[config.mk]
export PLATFORM = sky130hd
export DESIGN_NAME = seq_pattern_detector_flat
export DESIGN_NICKNAME = d
export VERILOG_FILES = /design/src/rtl/seq_pattern_detector_if.sv /design/src/rtl/seq_pattern_detector.sv /design/src/flat_wrapper.sv
export SDC_FILE = /design/constraint.sdc
export NUM_CORES = 1
export LEC_CHECK = 0
export ABC_AREA = 0
export CAP_MARGIN = 40
export CELL_PAD_IN_SITES_DETAIL_PLACEMENT = 2
export CELL_PAD_IN_SITES_GLOBAL_PLACEMENT = 2
export CORE_MARGIN = 4
export CORE_UTILIZATION = 27
export CTS_CLUSTER_SIZE = 16
export DETAILED_ROUTE_END_ITERATION = 8
export GPL_TIMING_DRIVEN = 1
export PLACE_DENSITY_LB_ADDON = 0.08
export SLEW_MARGIN = 40
export SYNTH_ARGS = -nofsm -noshare
export SYNTH_HDL_FRONTEND = slang
export SYNTH_SLANG_ARGS = --single-unit
[constraint.sdc]
create_clock -name clk -period 2.1 [get_ports clk]
set_clock_uncertainty 0.2 [all_clocks]
set_input_delay 0.315 -clock clk [delete_from_list [all_inputs] [get_ports clk]]
set_output_delay 0.315 -clock clk [all_outputs]
set_load 0.02 [all_outputs]
[src/rtl/seq_pattern_detector_if.sv]
// ============================================================================
// Module   : seq_pattern_detector_if
// Brief    : Serial stream, configuration and status bundle for the detector.
// Revision : 1.0
// ============================================================================
`default_nettype none

interface seq_pattern_detector_if #(
    parameter int PAT_W = 4,
    parameter int CNT_W = 8
);
    localparam int LEN_W = $clog2(PAT_W) + 1;

    logic             din_valid;
    logic             din;
    logic             cfg_load;
    logic [PAT_W-1:0] cfg_pattern;
    logic [LEN_W-1:0] cfg_len;
    logic             cfg_overlap;
    logic             cnt_clr;
    logic             match;
    logic [CNT_W-1:0] match_cnt;
    logic [LEN_W-1:0] cur_len;

    modport master (
        output din_valid, din, cfg_load, cfg_pattern, cfg_len, cfg_overlap, cnt_clr,
        input  match, match_cnt, cur_len
    );

    modport slave (
        input  din_valid, din, cfg_load, cfg_pattern, cfg_len, cfg_overlap, cnt_clr,
        output match, match_cnt, cur_len
    );
endinterface

`default_nettype wire

[src/rtl/seq_pattern_detector.sv]
// ============================================================================
// Module   : seq_pattern_detector
// Brief    : Runtime-programmable serial pattern detector with match counter.
// Revision : 1.0
// ============================================================================
`default_nettype none

module seq_pattern_detector #(
    parameter int               PAT_W       = 4,
    parameter int               CNT_W       = 8,
    parameter logic [PAT_W-1:0] RST_PATTERN = 4'b1011
) (
    input  wire logic              clk,
    input  wire logic              rst,
    seq_pattern_detector_if.slave  sp
);
    localparam int               LEN_W     = $clog2(PAT_W) + 1;
    localparam logic [LEN_W-1:0] C_LEN_MAX = LEN_W'(PAT_W);
    localparam logic [CNT_W-1:0] C_CNT_MAX = '1;

    logic [PAT_W-1:0] r_pattern;
    logic [LEN_W-1:0] r_len;
    logic             r_overlap;
    logic [PAT_W-1:0] r_hist;
    logic [LEN_W-1:0] r_fill;
    logic             r_match;
    logic [CNT_W-1:0] r_cnt;

    logic [LEN_W-1:0] w_len_clamped;
    logic [PAT_W-1:0] w_shift;
    logic [PAT_W-1:0] w_mask;
    logic             w_full;
    logic             w_take;
    logic             w_hit;
    logic [LEN_W-1:0] w_fill_next;
    logic [CNT_W-1:0] w_cnt_base;
    logic [CNT_W-1:0] w_cnt_next;

    always_comb begin
        w_len_clamped = sp.cfg_len;
        if (sp.cfg_len == '0)
            w_len_clamped = LEN_W'(1);
        else if (sp.cfg_len > C_LEN_MAX)
            w_len_clamped = C_LEN_MAX;
    end

    // Compare against the shifted-in window so the current bit participates.
    assign w_shift = {r_hist[PAT_W-2:0], sp.din};

    always_comb begin
        w_mask = '0;
        for (int i = 0; i < PAT_W; i++)
            w_mask[i] = (i < int'(r_len));
    end

    assign w_full = ({1'b0, r_fill} + 1'b1) >= {1'b0, r_len};
    assign w_take = sp.din_valid & ~sp.cfg_load;
    assign w_hit  = w_take & w_full & (((w_shift ^ r_pattern) & w_mask) == '0);

    always_comb begin
        w_fill_next = (r_fill < r_len) ? r_fill + 1'b1 : r_len;
        if (w_hit && !r_overlap)
            w_fill_next = '0;
    end

    // Clear is applied before the increment so a coincident match still counts.
    assign w_cnt_base = sp.cnt_clr ? '0 : r_cnt;
    assign w_cnt_next = (w_hit && (w_cnt_base != C_CNT_MAX)) ? w_cnt_base + 1'b1 : w_cnt_base;

    always_ff @(posedge clk) begin
        if (rst) begin
            r_pattern <= RST_PATTERN;
            r_len     <= C_LEN_MAX;
            r_overlap <= 1'b1;
            r_hist    <= '0;
            r_fill    <= '0;
            r_match   <= 1'b0;
            r_cnt     <= '0;
        end else begin
            r_match <= w_hit;
            r_cnt   <= w_cnt_next;
            if (sp.cfg_load) begin
                r_pattern <= sp.cfg_pattern;
                r_len     <= w_len_clamped;
                r_overlap <= sp.cfg_overlap;
                r_hist    <= '0;
                r_fill    <= '0;
            end else if (sp.din_valid) begin
                r_hist <= w_shift;
                r_fill <= w_fill_next;
            end
        end
    end

    assign sp.match     = r_match;
    assign sp.match_cnt = r_cnt;
    assign sp.cur_len   = r_len;
endmodule

`default_nettype wire

[src/flat_wrapper.sv]
// flat-port wrapper written by rule: the top's interface ports become plain ports
module seq_pattern_detector_flat 
#(
    parameter int               PAT_W       = 4,
    parameter int               CNT_W       = 8,
    parameter logic [PAT_W-1:0] RST_PATTERN = 4'b1011
)
  (clk, rst, sp_din_valid, sp_din, sp_cfg_load, sp_cfg_pattern, sp_cfg_len, sp_cfg_overlap, sp_cnt_clr, sp_match, sp_match_cnt, sp_cur_len);
  seq_pattern_detector_if #(.PAT_W(PAT_W), .CNT_W(CNT_W)) sp_i ();
  input  wire logic clk;
  input  wire logic rst;
  input wire logic [$bits(sp_i.din_valid)-1:0] sp_din_valid;
  input wire logic [$bits(sp_i.din)-1:0] sp_din;
  input wire logic [$bits(sp_i.cfg_load)-1:0] sp_cfg_load;
  input wire logic [$bits(sp_i.cfg_pattern)-1:0] sp_cfg_pattern;
  input wire logic [$bits(sp_i.cfg_len)-1:0] sp_cfg_len;
  input wire logic [$bits(sp_i.cfg_overlap)-1:0] sp_cfg_overlap;
  input wire logic [$bits(sp_i.cnt_clr)-1:0] sp_cnt_clr;
  output wire logic [$bits(sp_i.match)-1:0] sp_match;
  output wire logic [$bits(sp_i.match_cnt)-1:0] sp_match_cnt;
  output wire logic [$bits(sp_i.cur_len)-1:0] sp_cur_len;
  assign sp_i.din_valid = sp_din_valid;
  assign sp_i.din = sp_din;
  assign sp_i.cfg_load = sp_cfg_load;
  assign sp_i.cfg_pattern = sp_cfg_pattern;
  assign sp_i.cfg_len = sp_cfg_len;
  assign sp_i.cfg_overlap = sp_cfg_overlap;
  assign sp_i.cnt_clr = sp_cnt_clr;
  assign sp_match = sp_i.match;
  assign sp_match_cnt = sp_i.match_cnt;
  assign sp_cur_len = sp_i.cur_len;
  seq_pattern_detector #(.PAT_W(PAT_W), .CNT_W(CNT_W), .RST_PATTERN(RST_PATTERN)) u_core (.clk(clk), .rst(rst), .sp(sp_i));
endmodule
==> results.cfg, run 1 <==
[finish]
layout_commonest_cell = buf_4
final_cell_mix = 26 x buf_4, 25 x clkdlybuf4s50_1, 21 x dfxtp_1, 13 x mux2i_1
fin_nets = 219
syn_to_final_growth_pct = 57.9
seqCellArea_um2 = 465
utilization_pct = 45.4
multiInputGateArea_um2 = 950
final_area_um2 = 2030
num-fill-cells = 479
antenna_cells = 0
fin_cells = 248
drive_gt1_share_pct = 29.1

[synthesis]
ys_warn_count = 0
synth-seq-area-share_pct = 35.8
netlist_area_um2 = 1290
synth_top_cell_by_area = dfxtp_1
synth_flop_cell = dfxtp_1
synth-seq-cells = 23
synth_top_area_share_pct = 35.8
synth.distinct_cells = 39
syn_nets = 163
avgSynthCellArea_um2 = 9.12
synth_cells = 141
synth_edf_count = 0
ys_async_sr_fraction_pct = 0
synthTopCellsByArea = dfxtp_1 36%, mux2i_1 10%, ha_1 7.8%

[critical_path]
ff2ff_setup_slack_ns = -0.16
crit_end = u_core.sp.match_cnt[7]
cp.arrival_ns = 2.27
cp-end-kind = flop
rr_worst_depth = 8
worstReg2RegEnd = u_core.sp.match_cnt[7]
cp_max_fo = 6
crit_start = u_core.r_fill[0]
path_class = flop to flop
cp-start-kind = flop
timing.rr.start = u_core.r_fill[0]
crit_required_ns = 2.10

[global_routing]
met1_usage_pct = 19.6
grtUsageTotal_pct = 15.0
grt_max_degree = 13
grt_pass1_vias = 1391
grt_pass1_wl_um = 7070
antenna_found_initial = 0
use_met2_pct = 25.5
use_met3_pct = 2.58
gr-total-overflow = 0
grt_busiest_layer = met2

[power]
cellPowerDensity_nw_per_um2 = 460
ir_worst_vdd_uv = 219
leakage_nw = 0.856

[cts]
clkTransAtPathRegs_ns = 0.09
numCtsBuffers = 3
cts.sinks = 23
clock_latency_ns = 0.27
postCtsHoldBufs = 0
clk_path_buf_depth = 2
htree_levels = 1
root_buffer = clkbuf_8
cts_tree = yes

[sta]
fmax_mhz = 442
final_hold_viol_count = 0
rsz0062_at_grt = yes
drv_slew = 0
max_slew.worst_pin.slew_ns = 0.571
relSlewSlack_pct = 61.8
period_needed_ns = 2.26
setup-violations-final = 12
holdWs_ns = 0.311
timing.final.ws_setup_ns = -0.165
period_share_pct = 108

[die]
ios = 26
core_area_um2 = 4470
die_y_um = 77.0
start_util_pct = 28.7
die_area_um2 = 5930
rows = 24
dieWidth_um = 77.0

[outcome]
violations = negative setup slack
status = finished, violations left

[routing]
drc = 0
post_drt_wl_per_cell_um = 18.5
num_vias = 1268
vias_per_cell = 5.11
ant_nets = 0
wirelength_um = 4590
initialDrtViolationCount = 28
first_pass_iters = 4

[placement]
placed_cells_incl_taps = 237
placed_area_um2 = 1750
place_hpwl_um = 3230
routabilityCongestion = 0.781
pre_cts_slack_ns = -0.269
port-buffer-count = 25

[hold_path]
hp-class = flop to flop

[flow_run]
maxCapViolations = 0
## metal layers
| layer | vias up | part of all wire, % |
|---|---|---|
| met4 | 0 | 1.0 |
| met5 | - | 0 |
| met1 | 627 | 47 |
| met2 | 20 | 49 |
| li1 | 617 | - |
| met3 | 4 | 2.2 |
## flip-flops by register name, summed over array words and instances, names as in the netlist
| register | cells |
|---|---|
| u_core.sp.match_cnt | 8 |
| u_core.r_pattern | 4 |
| u_core.r_fill | 3 |
| u_core.r_hist | 3 |
| u_core.sp.cur_len | 3 |
| u_core.r_overlap | 1 |
| u_core.sp.match | 1 |
## cell usage after synthesis (3+ instances only)
cell type / instances
dfxtp_1: 23
nand2b_1: 5
ha_1: 8
o32ai_1: 3
mux2i_1: 13
nand2_1: 12
nand3_1: 7
o21ai_0: 4
inv_1: 5
nor2b_1: 5
nor2_1: 12
a21oi_1: 6
xnor2_1: 3
and3_1: 3
## kinds of logic after synthesis
kind of cell               count (synthesis)  synth area share, %
muxes                                     14                 11.0
xor gates and xnor gates                   5                 3.41
adders and majority gates                  8                 7.78
AOI/OAI and AO/OA                         27                 15.2
and+or+nand+nor                           53                 22.9
buffers and inverters                     11                 3.99
DFF                                       23                 35.8
## worst max-delay path, stage by stage (launching register included)
cell and delay [ns]:
dfxtp_4 0.36, ha_4 0.17, xor2_4 0.16, ha_4 0.27, o21ai_2 0.06, o21ai_4 0.23
nand4b_4 0.18, or4_1 0.43, a21boi_1 0.14
## cell type report
cell class	count	area share, %
clock buffers	4	2.22
repair buffers	54	23.6
flip-flops and latches	23	22.9
multi-input cells	108	46.8
inverters	7	1.29
well taps	52	3.20
## power breakdown
part,internal [mW],leakage [nW],switching [mW]
combinational,0.0973,0.646,0.0931
sequential,0.447,0.188,0.0106
clock,0.136,0.0228,0.151
total,0.680,0.856,0.255
## what timing repair did
item                       4_1_cts  5_1_grt
setup buffers                    2        4
resized for setup               13       16
setup endpoints to repair       11       12
pin swaps                        3        8
cloned                           1        0
## worst min-delay path by stage
stage / endpoint / cells after the start / start
floorplan: u_core.r_overlap / 2 / u_core.r_overlap
global placement: u_core.r_overlap / 2 / u_core.r_overlap
detailed placement: u_core.r_overlap / 2 / u_core.r_overlap
CTS: u_core.r_overlap / 2 / u_core.r_overlap
global route: u_core.r_overlap / 2 / u_core.r_overlap
finish: u_core.r_overlap / 2 / u_core.r_overlap
## per-stage QoR
| stage | total power, mW | setup TNS, ns |
|---|---|---|
| 2_1_floorplan | 0.551 | -0.0943 |
| 3_5_place_dp | 0.630 | -2.19 |
| 6_report | 0.935 | -1.41 |
| 3_3_place_gp | 0.622 | -1.43 |
| 4_1_cts | 0.940 | -1.17 |
| 5_1_grt | 0.984 | -2.32 |
Note: power is estimated with default switching activity, not from simulation.
==> inputs of run 2 (changes only) <==
Settings changed: MAX_ROUTING_LAYER from default to met4, SETUP_SLACK_MARGIN from default to 0.4.
==> run 2 against run 1 <==
Against the previous run:
- the flow still finishes with violations (negative setup slack)
- total power decreased by 0.18%
- die area stayed put
- sequential power is essentially flat
- register-to-register slack about the same
- maximum frequency up 0.21%
- wire length fell by 1.6%
- design area is 1.9% lower
- critical endpoint is now u_core.sp.match_cnt[6]
==> results.cfg, run 2 (synthesis results as in run 1) <==
[sta]
fmax_mhz = 442
period_needed_ns = 2.26
drv_slew = 0
max_slew.worst_pin.slew_ns = 0.524
period_share_pct = 108
final_hold_viol_count = 0
setup-violations-final = 11
timing.final.ws_setup_ns = -0.160
relSlewSlack_pct = 64.9
rsz0062_at_grt = yes

[routing]
vias_per_cell = 5.10
initialDrtViolationCount = 63
first_pass_iters = 4
post_drt_wl_per_cell_um = 18.4
num_vias = 1249
ant_nets = 0
wirelength_um = 4510
drc = 0

[finish]
layout_commonest_cell = buf_4
final_area_um2 = 1990
largest_register_ffs = 8
utilization_pct = 44.5
syn_to_final_growth_pct = 54.9
drive_gt1_share_pct = 32.1
fin_nets = 216
fin_cells = 245
antenna_cells = 0
final_cell_mix = 22 x buf_4, 18 x dfxtp_1, 13 x mux2i_1, 13 x clkdlybuf4s50_1, 12 x nand2_1

[power]
combPwrFrac_pct = 19.8
sequentialPowerShare_pct = 49.2
internal_power_mw = 0.678
cellPowerDensity_nw_per_um2 = 469
clkPwrFrac_pct = 31.0
power.switching_mw = 0.255
p_sw_share_pct = 27.3
leakage_nw = 0.886
ir_worst_vdd_uv = 192

[die]
die_area_um2 = 5930
core_area_um2 = 4470
ios = 26
die_y_um = 77.0
rows = 24
start_util_pct = 28.7
dieWidth_um = 77.0

[cts]
clkTransAtPathRegs_ns = 0.09
root_buffer = clkbuf_8
clk_path_buf_depth = 2
htree_levels = 1
cts.sinks = 23
cts_tree = yes
clock_latency_ns = 0.27
numCtsBuffers = 3

[outcome]
status = finished, violations left
violations = negative setup slack

[critical_path]
max_stage_delay_ns = 0.37
crit_start = u_core.r_fill[0]
cp-end-kind = flop
crit_buf_inv = 1
worst-path-stages = 9
crit_end = u_core.sp.match_cnt[6]
cp.arrival_ns = 2.21
cp_cell_sequence = ha_4 > xor2_2 > ha_1 > o21ai_2 > o21ai_4 > buf_6 > nand4b_4 > o311ai_2 > o41ai_1
ff2ff_setup_slack_ns = -0.16
crit_required_ns = 2.05
rr_worst_depth = 9
path_class = flop to flop
crit_slowest_cell = dfxtp_4
path_delay_family = compound AO/OA/AOI/OAI gates
cp_max_fo = 5
timing.rr.start = u_core.r_fill[0]
cp-start-kind = flop
worstReg2RegEnd = u_core.sp.match_cnt[6]

[global_routing]
gr-total-overflow = 0
antenna_found_initial = 0
grt_max_degree = 13
grtUsageTotal_pct = 16.5
grt_pass1_vias = 1426
grt_pass1_wl_um = 7660

[placement]
place_hpwl_um = 3320
routabilityCongestion = 0.792
placed_area_um2 = 1760
placed_cells_incl_taps = 236
port-buffer-count = 25

[flow_run]
maxCapViolations = 0

[hold_path]
hp-class = flop to flop
## run 2: cell types whose count changed in the layout (fill, tap and decap cells not counted), moves of 3 or more
cell	previous run	this run
clkdlybuf4s50_1	25	13
dlygate4sd2_1	0	11
buf_4	26	22
dfxtp_1	21	18
dfxtp_2	1	4
nor2b_1	4	1
## run 2: routing by layer
metal	vias up	GRT usage, %	share of wire (%)
met4	0	2.14	0.35
met2	22	27.4	49
met1	611	21.8	48
li1	614	-	-
met3	2	2.58	2.5
met5	-	-	0
## run 2: power by group through the flow
stage	Sequential, mW	Combinational [mW]	Clock (mW)
5_1_grt	0.461	0.203	0.313
3_5_place_dp	0.469	0.164	0
3_3_place_gp	0.468	0.156	0
6_report	0.459	0.185	0.289
2_1_floorplan	0.474	0.0786	0
4_1_cts	0.459	0.186	0.299
## run 2: cell type report
class	instances	area [um^2]
Clock buffer	4	45.0
Sequential cell	23	469
Multi-Input combinational cell	108	940
Fill cell	497	2480
Tap cell	52	65.1
Timing Repair Buffer	51	447
Inverter	7	26.3
## run 2: how the worst min path moves through the flow
stage	startpoint	to	slack, ns	cells after the start
after floorplan	u_core.r_overlap	u_core.r_overlap	0.24	2
after global placement	u_core.r_overlap	u_core.r_overlap	0.28	2
after detailed placement	u_core.r_overlap	u_core.r_overlap	0.30	2
after CTS	u_core.sp.match_cnt[3]	u_core.sp.match_cnt[3]	0.32	2
after global routing	u_core.sp.match_cnt[3]	u_core.sp.match_cnt[3]	0.34	2
final	u_core.sp.match_cnt[3]	u_core.sp.match_cnt[3]	0.31	2
## run 2: what timing repair did
action	in CTS	in global routing
gates resized for setup	37	11
setup endpoints to repair	24	13
gates cloned	1	0
setup buffers	4	0
hold buffers	0	0
pin swaps	8	4
## run 2: worst min-delay path, cell delays in order, from the launching register on
cell and delay, ns:
dfxtp_1 0.34, o31ai_1 0.07, a21boi_1 0.07
## run 2: through the flow
| step | worst slack [ns] | setup TNS, ns | power, mW | hold WS [ns] |
|---|---|---|---|---|
| after CTS | -0.151 | -1.12 | 0.944 | 0.324 |
| final | -0.160 | -1.18 | 0.933 | 0.312 |
| after detailed placement | -0.301 | -2.25 | 0.633 | 0.300 |
| after floorplan | 0.0163 | 0 | 0.552 | 0.242 |
| after global placement | -0.229 | -1.60 | 0.624 | 0.276 |
| after global routing | -0.268 | -2.31 | 0.977 | 0.342 |
==> inputs of run 3 (changes only) <==
==> constraint.sdc (replaced) <==
create_clock -name clk -period 2.1 [get_ports clk]
set_clock_uncertainty 0.2 [all_clocks]
set_input_delay 0.315 -clock clk [delete_from_list [all_inputs] [get_ports clk]]
set_output_delay 0.315 -clock clk [all_outputs]
set_load 0.1 [all_outputs]
==> run 3 against run 2 <==
Against the previous run:
- core utilization down 0.92 points
- clock-buffer cell count unchanged
- sequential power hardly changed
- wire length decreased by 8.8%
- the run still ends with negative setup slack left
- first-iteration DRC count shrank 56%
- critical path type unchanged
==> results.cfg, run 3 (synthesis results as in run 1) <==
[finish]
fin_cells = 244
syn_to_final_growth_pct = 51.7
drive_gt1_share_pct = 40.1
fin_nets = 215
final_area_um2 = 1950
final_cell_mix = 37 x buf_4, 13 x mux2i_1, 13 x clkdlybuf4s50_1, 12 x nand2_1, 11 x nor2_1
largest_register_ffs = 8
layout_commonest_cell = buf_4
antenna_cells = 0

[routing]
first_pass_iters = 4
drc = 0
ant_nets = 0
post_drt_wl_per_cell_um = 16.9
vias_per_cell = 5.07
num_vias = 1237
initialDrtViolationCount = 28
wirelength_um = 4110

[global_routing]
grt_pass1_vias = 1367
gr-total-overflow = 0
grtUsageTotal_pct = 15.6
antenna_found_initial = 0
grt_max_degree = 13
grt_pass1_wl_um = 7210

[critical_path]
crit_end = u_core.sp.match_cnt[3]
cp.arrival_ns = 2.23
rr_worst_depth = 8
worst-path-stages = 8
cp-end-kind = flop
crit_slowest_cell = or4_1
max_stage_delay_ns = 0.44
worstReg2RegEnd = u_core.sp.match_cnt[3]
cp_max_fo = 8
timing.rr.start = u_core.r_fill[0]
crit_start = u_core.r_fill[0]
ff2ff_setup_slack_ns = -0.13
cp_cell_sequence = ha_4 > xor2_2 > ha_4 > o21ai_2 > o21ai_2 > nand4b_4 > or4_1 > a21boi_1
path_delay_family = simple AND/OR/NAND/NOR gates
path_class = flop to flop
crit_buf_inv = 0
crit_required_ns = 2.10
cp-start-kind = flop

[die]
dieWidth_um = 77.0
ios = 26
start_util_pct = 28.7
core_area_um2 = 4470
die_area_um2 = 5930
die_y_um = 77.0
rows = 24

[sta]
relSlewSlack_pct = 64.5
max_slew.worst_pin.slew_ns = 0.531
period_needed_ns = 2.23
final_hold_viol_count = 0
period_share_pct = 106
drv_slew = 0
setup-violations-final = 11
fmax_mhz = 448
timing.final.ws_setup_ns = -0.130
rsz0062_at_grt = yes
holdWs_ns = 0.299

[cts]
clk_path_buf_depth = 2
clock_latency_ns = 0.27
cts_tree = yes
numCtsBuffers = 3
htree_levels = 1
cts.sinks = 23
root_buffer = clkbuf_8
clkTransAtPathRegs_ns = 0.09

[placement]
port-buffer-count = 25
placed_cells_incl_taps = 234
place_hpwl_um = 3320
pre_cts_slack_ns = -0.329
routabilityCongestion = 0.868
placed_area_um2 = 1800

[power]
finalPower_mw = 0.936
cellPowerDensity_nw_per_um2 = 480
leakage_nw = 0.822
ir_worst_vdd_uv = 218

[flow_run]
maxCapViolations = 0

[outcome]
violations = negative setup slack
status = finished, violations left

[hold_path]
hp-class = flop to flop
min_delay_path_depth = 2
## run 3: cell types whose count changed in the layout (fill, tap and decap cells not counted), sizes merged
| cell | before | now |
|---|---|---|
| dlygate4sd2 | 11 | 0 |
| buf | 26 | 38 |
| nand4b | 2 | 1 |
| clkdlybuf4s15 | 1 | 0 |
## run 3: worst min path at each step
stage                           startpoint                     end  slack (ns)
floorplan                 u_core.r_overlap        u_core.r_overlap        0.24
global placement    u_core.sp.match_cnt[5]  u_core.sp.match_cnt[5]        0.28
detailed placement  u_core.sp.match_cnt[5]  u_core.sp.match_cnt[5]        0.29
CTS                 u_core.sp.match_cnt[5]  u_core.sp.match_cnt[5]        0.30
global route        u_core.sp.match_cnt[6]  u_core.sp.match_cnt[6]        0.34
finish              u_core.sp.match_cnt[5]  u_core.sp.match_cnt[5]        0.30
## run 3: metrics by stage
stage	TNS (ns)	utilization (%)
after global routing	-1.92	43.6
after detailed placement	-2.54	40.2
after global placement	-1.23	40.2
after CTS	-1.07	42.0
final	-0.771	43.6
after floorplan	0	-
## run 3: area by class of cell
class                      instances  area [um^2]
clock buffer                       4         45.0
fill                             502         2520
inverter                           7         28.8
multi-input combinational        107          901
sequential                        23          492
tap                               52         65.1
timing repair buffer              51          419
## run 3: worst register-to-register path, cell delays in order, from the launching register on
cell	delay, ns
dfxtp_2	0.36
ha_4	0.16
xor2_2	0.16
ha_4	0.28
o21ai_2	0.05
o21ai_2	0.18
nand4b_4	0.19
or4_1	0.44
a21boi_1	0.15
## run 3: per-layer routing
metal / part of all wire [%] / global-route usage [%]
met1: 48 / 21.0
met5: 0 / -
met3: 2.8 / 1.99
met4: 1.2 / 5.34
met2: 48 / 24.2
## run 3: repair_timing
| action | 4_1_cts | 5_1_grt |
|---|---|---|
| gates resized for setup | 3 | 11 |
| endpoints found under the setup margin | 12 | 12 |
| cloned | 0 | 0 |
| hold buffers | 0 | 0 |
| pin swaps | 2 | 2 |
| setup buffers | 3 | 3 |
## run 3: report_power, final
group	switching, mW	internal [mW]	leakage, nW	total [mW]
combinational	0.0991	0.0877	0.605	0.187
sequential	0.0140	0.443	0.195	0.457
clock	0.157	0.136	0.0228	0.293
